<file path="config.mk">
export PLATFORM = sky130hd
export DESIGN_NAME = fp_mul_norm_round
export DESIGN_NICKNAME = d
export VERILOG_FILES = /design/src/rtl/fp_mul_norm_round.sv
export SDC_FILE = /design/constraint.sdc
export NUM_CORES = 1
export LEC_CHECK = 0
export ABC_AREA = 1
export CAP_MARGIN = 5
export CORE_MARGIN = 8
export CORE_UTILIZATION = 50
export CTS_BUF_LIST = sky130_fd_sc_hd__clkbuf_16
export CTS_CLUSTER_DIAMETER = 200
export DETAILED_ROUTE_END_ITERATION = 6
export PLACE_DENSITY = 0.78
export SLEW_MARGIN = 15
export SYNTH_ARGS = -nofsm -noshare
export SYNTH_HDL_FRONTEND = slang
export SYNTH_SLANG_ARGS = --single-unit
export TNS_END_PERCENT = 1
</file>
<file path="constraint.sdc">
create_clock -name clk -period 3.5 [get_ports clk]
set_input_delay 1.05 -clock clk [delete_from_list [all_inputs] [get_ports clk]]
set_output_delay 1.05 -clock clk [all_outputs]
set_load 0.03 [all_outputs]
</file>
<file path="src/rtl/fp_mul_norm_round.sv">
// fp_mul_norm_round: normalise / round / pack stage of the binary32 multiplier.
// Two pipeline registers: stage 1 normalises the 48-bit significand product and
// captures guard/sticky; stage 2 rounds, detects overflow/underflow and packs.
//
// Handshake: a beat moves on a rising edge when valid and ready are both high.
// advance = ~out_valid | out_ready stalls the whole pipe globally. in_ready is
// advance, so it does not depend on in_valid. While out_valid is high and
// out_ready is low, the output registers hold.
module fp_mul_norm_round #(
  parameter int EXP_WIDTH      = 8,
  parameter int MANTISSA_WIDTH = 23
) (
  input  logic        clk,
  input  logic        rst,
  input  logic        in_valid,
  output logic        in_ready,
  input  logic        in_sign,
  input  logic [9:0]  in_exp,
  input  logic [47:0] in_prod,
  input  logic [1:0]  in_cls,
  input  logic [1:0]  in_rm,
  output logic        out_valid,
  input  logic        out_ready,
  output logic [31:0] out_result,
  output logic        out_overflow,
  output logic        out_underflow,
  output logic        out_inexact,
  output logic        out_inf,
  output logic        out_nan
);

  localparam logic [1:0] CLS_NORMAL = 2'b00;
  localparam logic [1:0] CLS_ZERO   = 2'b01;
  localparam logic [1:0] CLS_INF    = 2'b10;

  localparam logic [1:0] RM_RNE = 2'd0;
  localparam logic [1:0] RM_RTZ = 2'd1;
  localparam logic [1:0] RM_RUP = 2'd2;

  logic advance;
  assign advance  = ~out_valid | out_ready;
  assign in_ready = advance;

  // Stage 1 registers
  logic               s1_valid;
  logic               s1_sign;
  logic signed [10:0] s1_exp;
  logic [23:0]        s1_mant;
  logic               s1_g;
  logic               s1_s;
  logic [1:0]         s1_cls;
  logic [1:0]         s1_rm;

  logic signed [10:0] exp_ext;
  assign exp_ext = $signed({in_exp[9], in_exp});

  // Stage 1: pick the leading one (bit 47 or 46) and capture guard/sticky.
  always_ff @(posedge clk or posedge rst) begin
    if (rst) begin
      s1_valid <= 1'b0;
      s1_sign  <= 1'b0;
      s1_exp   <= '0;
      s1_mant  <= '0;
      s1_g     <= 1'b0;
      s1_s     <= 1'b0;
      s1_cls   <= 2'b00;
      s1_rm    <= 2'b00;
    end else if (advance) begin
      s1_valid <= in_valid;
      s1_sign  <= in_sign;
      s1_cls   <= in_cls;
      s1_rm    <= in_rm;
      if (in_prod[47]) begin
        s1_mant <= in_prod[47:24];
        s1_g    <= in_prod[23];
        s1_s    <= |in_prod[22:0];
        s1_exp  <= exp_ext + 11'sd1;
      end else begin
        s1_mant <= in_prod[46:23];
        s1_g    <= in_prod[22];
        s1_s    <= |in_prod[21:0];
        s1_exp  <= exp_ext;
      end
    end
  end

  // Stage 2 combinational: round, range check, pack.
  logic               inc;
  logic [24:0]        mant_sum;
  logic [23:0]        mant_r;
  logic signed [10:0] exp_r;
  logic [31:0]        res_d;
  logic               ovf_d, unf_d, inx_d, inf_d, nan_d;

  // Rounding increment, post-round exponent/mantissa, then result selection.
  always_comb begin
    inc    = 1'b0;
    res_d  = 32'h0;
    ovf_d  = 1'b0;
    unf_d  = 1'b0;
    inx_d  = 1'b0;
    inf_d  = 1'b0;
    nan_d  = 1'b0;
    case (s1_rm)
      RM_RNE:  inc = s1_g & (s1_s | s1_mant[0]);
      RM_RTZ:  inc = 1'b0;
      RM_RUP:  inc = (s1_g | s1_s) & ~s1_sign;
      default: inc = (s1_g | s1_s) & s1_sign;
    endcase
    mant_sum = {1'b0, s1_mant} + {24'b0, inc};
    if (mant_sum[24]) begin
      mant_r = 24'h800000;
      exp_r  = s1_exp + 11'sd1;
    end else begin
      mant_r = mant_sum[23:0];
      exp_r  = s1_exp;
    end

    if (s1_cls == CLS_NORMAL) begin
      if (exp_r >= 11'sd255) begin
        ovf_d = 1'b1;
        inx_d = 1'b1;
        // Direction of rounding decides between infinity and largest finite.
        if ((s1_rm == RM_RNE) ||
            (s1_rm == RM_RUP && !s1_sign) ||
            (s1_rm == 2'd3 && s1_sign)) begin
          res_d = {s1_sign, 8'hFF, 23'b0};
          inf_d = 1'b1;
        end else begin
          res_d = {s1_sign, 31'h7F7FFFFF};
        end
      end else if (exp_r <= 11'sd0) begin
        // Flush to zero; subnormals are never produced.
        res_d = {s1_sign, 31'b0};
        unf_d = 1'b1;
        inx_d = 1'b1;
      end else begin
        res_d = {s1_sign, exp_r[7:0], mant_r[22:0]};
        inx_d = s1_g | s1_s;
      end
    end else if (s1_cls == CLS_ZERO) begin
      res_d = {s1_sign, 31'b0};
    end else if (s1_cls == CLS_INF) begin
      res_d = {s1_sign, 8'hFF, 23'b0};
      inf_d = 1'b1;
    end else begin
      res_d = 32'h7FC00000;
      nan_d = 1'b1;
    end
  end

  // Stage 2 output registers; hold while the consumer stalls.
  always_ff @(posedge clk or posedge rst) begin
    if (rst) begin
      out_valid     <= 1'b0;
      out_result    <= 32'h0;
      out_overflow  <= 1'b0;
      out_underflow <= 1'b0;
      out_inexact   <= 1'b0;
      out_inf       <= 1'b0;
      out_nan       <= 1'b0;
    end else if (advance) begin
      out_valid     <= s1_valid;
      out_result    <= res_d;
      out_overflow  <= ovf_d;
      out_underflow <= unf_d;
      out_inexact   <= inx_d;
      out_inf       <= inf_d;
      out_nan       <= nan_d;
    end
  end

endmodule
</file>
Word level (Yosys, flattened, before mapping)
Index checks and enable logic that the tools add are counted.
{"block": "totals", "elab_cells": 71, "in_bits": 67, "ff_bits": 81, "out_inout_bits": 39}
{"block": "op_classes", "eq_ne": 5, "order_cmp": 2, "reduce_logical": 9, "addsub": 3, "n_mux": 29, "bitwise_logic": 8}
{"cell": "$mux 32", "count": 3}
{"cell": "$mux 31", "count": 2}
{"cell": "$mux 24", "count": 2}
{"cell": "$add 24x1->25", "count": 1}
{"cell": "$mux 23", "count": 1}
{"cell": "$reduce_or 23->1", "count": 1}
{"cell": "$mux 11", "count": 2}
{"cell": "$reduce_or 22->1", "count": 1}
{"cell": "$mux 1", "count": 18}
{"cell": "$add 10x2->11 const B", "count": 1}
{"cell": "$add 11x2->11 const B", "count": 1}
{"cell": "$ge 11x9->1 const B", "count": 1}
{"cell": "$le 11x1->1 const B", "count": 1}
{"cell": "$eq 2x2->1 const B", "count": 3}
{"cell": "$eq 2x1->1 const B", "count": 2}
{"cell": "$logic_not 2->1", "count": 2}
{"cell": "$and 1x1->1", "count": 3}
{"cell": "$or 1x1->1", "count": 3}
{"cell": "$pmux 1 s3", "count": 1}
{"cell": "$logic_and 1x1->1", "count": 2}
{"cell": "$logic_or 1x1->1", "count": 2}
{"cell": "$not 1->1", "count": 2}
{"cell": "$logic_not 1->1", "count": 1}

Depth between registers and ports, before layout
Gate-level depths: netlist of the first run.
{"block": "logic_depth", "ltp_word": 9, "depth_mapped": 23, "mapped_depth_nobuf": 23}

Worst setup path before layout of the first run
Ideal clock, no wire load.
{"block": "synth_path", "path_type": "reg-to-reg", "from": "register s1_rm[1]", "to": "register out_result[7]", "synth_period_minus_slack_ps": 3024, "arrival_time_ps": 2906, "stages_incl_launch_ff": 22, "n_path_buf": 2, "t_required_ps": 3381, "setup_ps": 119, "slack_ps": 476, "cell_sequence": "dfrtp_1 > inv_1 > nor2_1 > ha_1 > o31ai_1 > ha_1 > ha_1 > nand2_1 > nor2_1 > nand2_1 > inv_1 > buf_4 > nand3_1 > nand2_1 > nand2_1 > nor2_1 > nand3_4 > nand2_4 > buf_6 > o21ai_2 > inv_2 > o21ai_2"}
{"block": "synth_via", "elab_chain_cells": 8, "word_cells_on_any_way": 18, "classes_between": "1 x add/sub; 2 x order compare; 3 x eq/ne; 7 x mux; 5 x reduce/logical"}
{"element": "start: declaration", "line_no": "52", "rtl": "logic [1:0] s1_rm;"}
{"element": "start signal: assignment", "line_no": "72", "rtl": "s1_rm <= in_rm;"}
{"element": "$eq 2x2->1 (tied with other cells)", "line_no": "104, 125"}
{"element": "$pmux 1 s3", "line_no": "104", "rtl": "case (s1_rm)"}
{"element": "$add 24x1->25", "line_no": "110", "rtl": "mant_sum = {1'b0, s1_mant} + {24'b0, inc};"}
{"element": "$mux 11", "line_no": "111", "rtl": "if (mant_sum[24]) begin"}
{"element": "$le 11x1->1", "line_no": "132", "rtl": "end else if (exp_r <= 11'sd0) begin"}
{"element": "$mux 31", "line_no": "132"}
{"element": "$mux 31 *", "line_no": "120", "rtl": "if (exp_r >= 11'sd255) begin"}
{"element": "$mux 32 *", "line_no": "119", "rtl": "if (s1_cls == CLS_NORMAL) begin"}
{"element": "end signal: assignment", "line_no": "164", "rtl": "out_result <= res_d;"}
{"element": "end: declaration", "line_no": "24", "rtl": "output logic [31:0] out_result,"}
Mark *: on every way between the ends. The rest lies on a longest branch, timed or not.
A chain may end at the register's enable or synchronous reset.

Final worst setup path of the first run
{"block": "layout_path", "from": "input port out_ready", "to": "output port in_ready"}
{"block": "layout_via", "elab_chain_cells": 1}
{"element": "start: declaration", "line_no": "23", "rtl": "input logic out_ready,"}
{"element": "$or 1x1->1", "line_no": "41", "rtl": "assign advance = ~out_valid | out_ready;"}
{"element": "end: declaration", "line_no": "16", "rtl": "output logic in_ready,"}
No other way between the ends.

==> flow_metrics.tcl, run 1 <==
set metrics [dict create \
    cap_violations 0 \
    worstPathArrival_ps 2320 \
    crit_type "in -> out" \
    yosysTopAreaCell "dfrtp_1" \
    antenna_left 0 \
    cp_cell_sequence "clkdlybuf4s50_1 -> nor2_4 -> clkinv_1 -> clkdlybuf4s50_1" \
    antenna_found_initial 0 \
    clock_latency_ps 350 \
    wire_per_inst_um 15.47 \
    grt_pass1_vias 5148 \
    grt_max_degree 81 \
    htree_levels 3 \
    maxSlewHeadroom 0.4789 \
    cp_max_fo 2 \
    rows 37 \
    cp-end-kind "output pin" \
    vias 5026 \
    worstMarginPinSlew_ps 781.7 \
    ys_types 41 \
    cts_resized 0 \
    skew_ps 9.338 \
    final.period_utilization 0.9616 \
    numCtsBuffers 9 \
    critPathSlowestCell "clkdlybuf4s50_1" \
    cts_num_sinks 81 \
    peakVddDrop_v 0.0004251 \
    finalSetupViolCount 0 \
    syn_inst 693 \
    hpwl_mm 10.73 \
    yosys_warnings 0 \
    drtIter0Drc 325 \
    max_freq_mhz 297.1 \
    die_h_um 117.7 \
    power_leakage_uw 0.003187 \
    gp_congestion 0.9853 \
    holdPathStages 2 \
    ff2ff_setup_slack_ps 240 \
    required_ps 2450 \
    die-width_um 117.7 \
    pwr_density_cell_mw_per_mm2 525.5 \
    cts_tree "done" \
    core_area_sq_mm 0.01018 \
    syn_avg_cell_area_sq_um 7.457 \
    crit_path_start_kind "input port" \
    port_buffers 105 \
    dr.pass1.iters 4 \
    r2r-start "s1_rm[1]" \
    drive_gt1_frac 0.1461 \
    area_growth_pct 31.82 \
    die_area_sq_mm 0.01384 \
    synth_flop_cell "dfrtp_1" \
    status "finished clean" \
    period_needed_ps 3366 \
    hp-start "s1_valid" \
    postCtsHoldBufs 0 \
    clk_pin_slew_ps 60 \
    hp-class "reg -> reg" \
    async_reset_ff_frac 1.000 \
    setup_tns_ps 0 \
    power_uw 3580 \
    ff2ff_path_depth 21 \
    yosys.cell_count.top_type "nand2_1" \
    ys_seq_area_frac 0.3923 \
    slew_violations 0 \
    start_util 0.5074 \
    viasPerCell 5.364 \
    hold_viol_final 0 \
    synth_area_sq_mm 0.005167 \
    synth_area_leaders "dfrtp_1 (39%), nand2_1 (13%), inv_1 (4.7%)" \
    critPathLaunch "out_ready" \
    max_stage_delay_ps 660 \
    grt_pass1_wl_mm 24.53 \
    finalNetCount 873 \
    synth_edf_count 0 \
    synth-seq-cells 81 \
    cts_root_buf "clkbuf_16" \
    n_antenna_cell 0 \
    wirelength_mm 14.50 \
    drcViolationCount 0 \
    cp_common_cell "clkdlybuf4s50_1" \
    synth_commonest_cells "nand2_1 (185), dfrtp_1 (81), inv_1 (65)" \
    rsz0062_at_grt "false" \
    overflow 0 \
    syn-num-nets 770 \
    grtUsageTotal 0.2112 \
    cts_setup_buffers 0 \
    pin_count 106 \
    yosysTopAreaCellShare 0.3923 \
    clock_path_buffers 2 \
]
cells by family after synthesis:
kind of cell	synth area share
and+or+nand+nor	0.2843
AOI/OAI and AO/OA	0.1760
buffers and inverters	0.09612
DFF	0.3923
xor gates and xnor gates	0.02712
adders and majority gates	0.02421
path summary, 6_finish.rpt:
path | to
setup / recovery | in_ready
hold / removal | out_valid
setup reg to reg | out_result[22]
hold reg to reg | out_valid
max in group asynchronous | out_result[2]
min in group asynchronous | s1_mant[6]
layout by cell type, fill, tap and decap left out, types with 8 or more instances in the layout:
cell type,instances
buf_4,11
dfrtp_1,81
nor2_1,42
nor2_2,8
nand3_1,37
o21ai_2,26
a22oi_1,18
xor2_1,16
o21ai_0,46
nor4_1,9
ha_1,9
o21ai_1,12
nor3_1,9
inv_1,62
clkbuf_16,9
clkdlybuf4s50_1,105
a21oi_1,30
nand2_1,183
nand2_2,11
inv_2,20
layer usage:
layer	vias to the layer above	share of wire	GRT usage	routed length, um
li1	2471	-	-	-
met1	2391	0.41	0.2449	6000
met2	146	0.51	0.3798	7442
met3	18	0.060	0.04317	865
met4	0	0.013	0.06886	190
met5	-	0	0	0
layout make-up:
cell class,count,area [sq um]
Clock buffer,9,225.2
Clock inverter,7,118.9
Fill cell,900,3373
Inverter,85,322.8
Multi-Input combinational cell,497,2694
Sequential cell,81,2027
Tap cell,136,170.2
Timing Repair Buffer,122,1254
worst max-delay path, delay by kind of cell:
family / cells / cell delay, ps
buf+inv: 3 / 1210
simple gates: 1 / 50
power by group:
group	switching, uW	leakage, uW	internal (uW)	total (uW)
Combinational	746	0.00204	500	1250
Sequential	129	0.000982	1100	1230
Clock	408	0.000162	697	1100
per-stage QoR:
stage	std cells	utilization	hold slack, ps	setup slack (ps)	area [sq um]
floorplan	693	-	419.8	369.9	5167
global placement	921	0.6306	434.1	125.1	6422
detailed placement	921	0.6306	446.9	70.36	6422
CTS	937	0.6644	456.1	37.05	6766
global route	937	0.6688	505.7	28.64	6812
finish	937	0.6688	459.3	134.4	6812
registers in the layout, summed over array words and instances, names as in the netlist:
register,cells
out_valid,1
out_inf,1
s1_mant,24
s1_valid,1
s1_s,1
out_overflow,1
s1_rm,2
out_underflow,1
s1_exp,11
s1_sign,1
s1_cls,2
out_nan,1
s1_g,1
out_result,32
out_inexact,1
Note: power is estimated with default switching activity, not from simulation.
==> inputs of run 2 (changes only) <==
--- a/config.mk
+++ b/config.mk
@@ -6,13 +6,12 @@
 export NUM_CORES = 1
 export LEC_CHECK = 0
 export ABC_AREA = 1
-export CAP_MARGIN = 5
 export CORE_MARGIN = 8
-export CORE_UTILIZATION = 50
+export CORE_UTILIZATION = 40
 export CTS_BUF_LIST = sky130_fd_sc_hd__clkbuf_16
 export CTS_CLUSTER_DIAMETER = 200
 export DETAILED_ROUTE_END_ITERATION = 6
-export PLACE_DENSITY = 0.78
+export SKIP_LAST_GASP = 1
 export SLEW_MARGIN = 15
 export SYNTH_ARGS = -nofsm -noshare
 export SYNTH_HDL_FRONTEND = slang
==> run 2 against run 1 <==
  * Global-route usage is 2.8 points lower
  * Count of clock-buffer cells in the layout stayed put
  * Routed wire length is 2.4% higher
  * Worst hold slack worse by 2.4 ps
  * Total power is 5.2% lower
  * First-iteration DRC count is 18% higher
  * Cell area hardly changed
  * Maximum frequency is 0.18% higher
  * Utilization is 13 points lower
  * Largest cell class unchanged
  * Combinational power hardly changed
  * Die area is 21% higher
  * Sequential power hardly changed
==> flow_metrics.tcl, run 2 (synthesis gave the netlist of run 1 again) <==
set metrics [dict create \
    rows 41 \
    antenna_left 0 \
    clk_pin_slew_ps 60 \
    slew_violations 0 \
    cts_tree "done" \
    numCtsBuffers 9 \
    area_growth_pct 31.86 \
    max_freq_mhz 297.7 \
    required_ps 2450 \
    layout.cells.most_common "nand2_1" \
    clock_latency_ps 350 \
    num-fill-cells 1254 \
    pin_count 106 \
    hp-class "reg -> reg" \
    dpl.cell_count 957 \
    wirelength_mm 14.84 \
    fin_ws_ps 140.4 \
    grt_max_degree 81 \
    gp_congestion 0.9033 \
    die_h_um 129.7 \
    period_needed_ps 3360 \
    drive_gt1_frac 0.1421 \
    crit_path_start_kind "input port" \
    antenna_found_initial 0 \
    hpwl_mm 10.91 \
    mostFrequentLayoutCells "nand2_1 (183), clkdlybuf4s50_1 (105), dfrtp_1 (81)" \
    finalSetupViolCount 0 \
    port_buffers 105 \
    grtUsageTotal 0.1827 \
    maxSlewHeadroom 0.4418 \
    viasPerCell 5.101 \
    skew_ps 9.456 \
    dr.pass1.iters 5 \
    hold_viol_final 0 \
    drtIter0Drc 385 \
    top_regs "out_result (32), s1_mant (24), s1_exp (11)" \
    finalNetCount 875 \
    fin_cells 974 \
    htree_levels 3 \
    status "finished clean" \
    cts_num_sinks 81 \
    die_area_sq_mm 0.01681 \
    p_sw_uw 1252 \
    n_antenna_cell 0 \
    comb_power_share 0.369 \
    die-width_um 129.7 \
    pwr_density_cell_mw_per_mm2 498.1 \
    register_area_sq_mm 0.002027 \
    clock_power_share 0.268 \
    vias 4968 \
    final.period_utilization 0.9599 \
    cap_violations 0 \
    rsz0062_at_grt "false" \
    largest_reg_flops 32 \
    grt_pass1_vias 4966 \
    worstMarginPinSlew_ps 837.3 \
    cp-end-kind "output pin" \
    worstPathArrival_ps 2310 \
    clock_path_buffers 2 \
    top_register "out_result" \
    cp_max_fo 2 \
    place_ws_ps 134.0 \
    multi_input_area_sq_mm 0.002691 \
    p_sw_frac 0.3688 \
    p_seq_frac 0.363 \
    cts_root_buf "clkbuf_16" \
    p_int_uw 2142 \
    grt_pass1_wl_mm 24.50 \
    power_leakage_uw 0.003197 \
    power_uw 3394 \
    overflow 0 \
    crit_type "in -> out" \
    drcViolationCount 0 \
    hold_ws_ps 456.9 \
    wire_per_inst_um 15.24 \
    core_area_sq_mm 0.01262 \
    peakVddDrop_v 0.0002502 \
    setup_tns_ps 0 \
    start_util 0.4095 \
]
run 2: cell count changes in the layout (fill, tap and decap cells not counted), sizes merged:
cell / delta
inv: +1
clkinvlp: -2
clkinv: +2
buf: +2
bufinv: -2
run 2: power by group through the flow:
stage	Sequential [uW]	Combinational (uW)	Clock [uW]
finish	1230	1250	911
floorplan	1400	606	0
CTS	1230	1250	930
global placement	1240	1230	0
detailed placement	1240	1240	0
global route	1250	1370	969
run 2: area by class of cell:
class                      count  area share
timing repair buffer         124      0.1880
clock buffer                   9     0.03305
tap                          172     0.03158
sequential                    81      0.2975
multi-input combinational    497      0.3950
inverter                      85     0.04737
clock inverter                 6    0.007528
run 2: through the flow:
step             util  cell area [sq um]
4_1_cts        0.5354               6756
3_3_place_gp   0.5135               6480
6_report       0.5400               6814
5_1_grt        0.5400               6814
3_5_place_dp   0.5135               6480
2_1_floorplan       -               5167
run 2: metal layers:
layer / global-route usage / wire (um) / vias up
li1: - / - / 2470
met2: 0.3155 / 7311 / 116
met5: 0 / 0 / -
met1: 0.2257 / 6638 / 2369
met3: 0.03739 / 720 / 13
met4: 0.05123 / 171 / 0
run 2: worst paths after layout:
check	startpoint	endpoint	slack, ps	cells past startpoint
worst min register to register	s1_valid	out_valid	460	2
worst max-delay path	out_ready	in_ready	140	4
min in group asynchronous	rst	s1_mant[2]	930	2
worst min-delay path	s1_valid	out_valid	460	2
max in group asynchronous	rst	out_result[30]	2010	3
worst max register to register	s1_rm[1]	out_result[10]	290	21
run 2: critical path: stages:
cell and delay, ps:
clkdlybuf4s50_1 500, nor2_4 50, clkinv_1 50, clkdlybuf4s50_1 660
run 2: timing repair:
item / 4_1_cts / 5_1_grt
endpoints found under the setup margin: 0 / 34
gates resized for setup: 0 / 12
hold buffers: 0 / 0
setup buffers: 0 / 2
endpoints found under the hold margin: 0 / 0
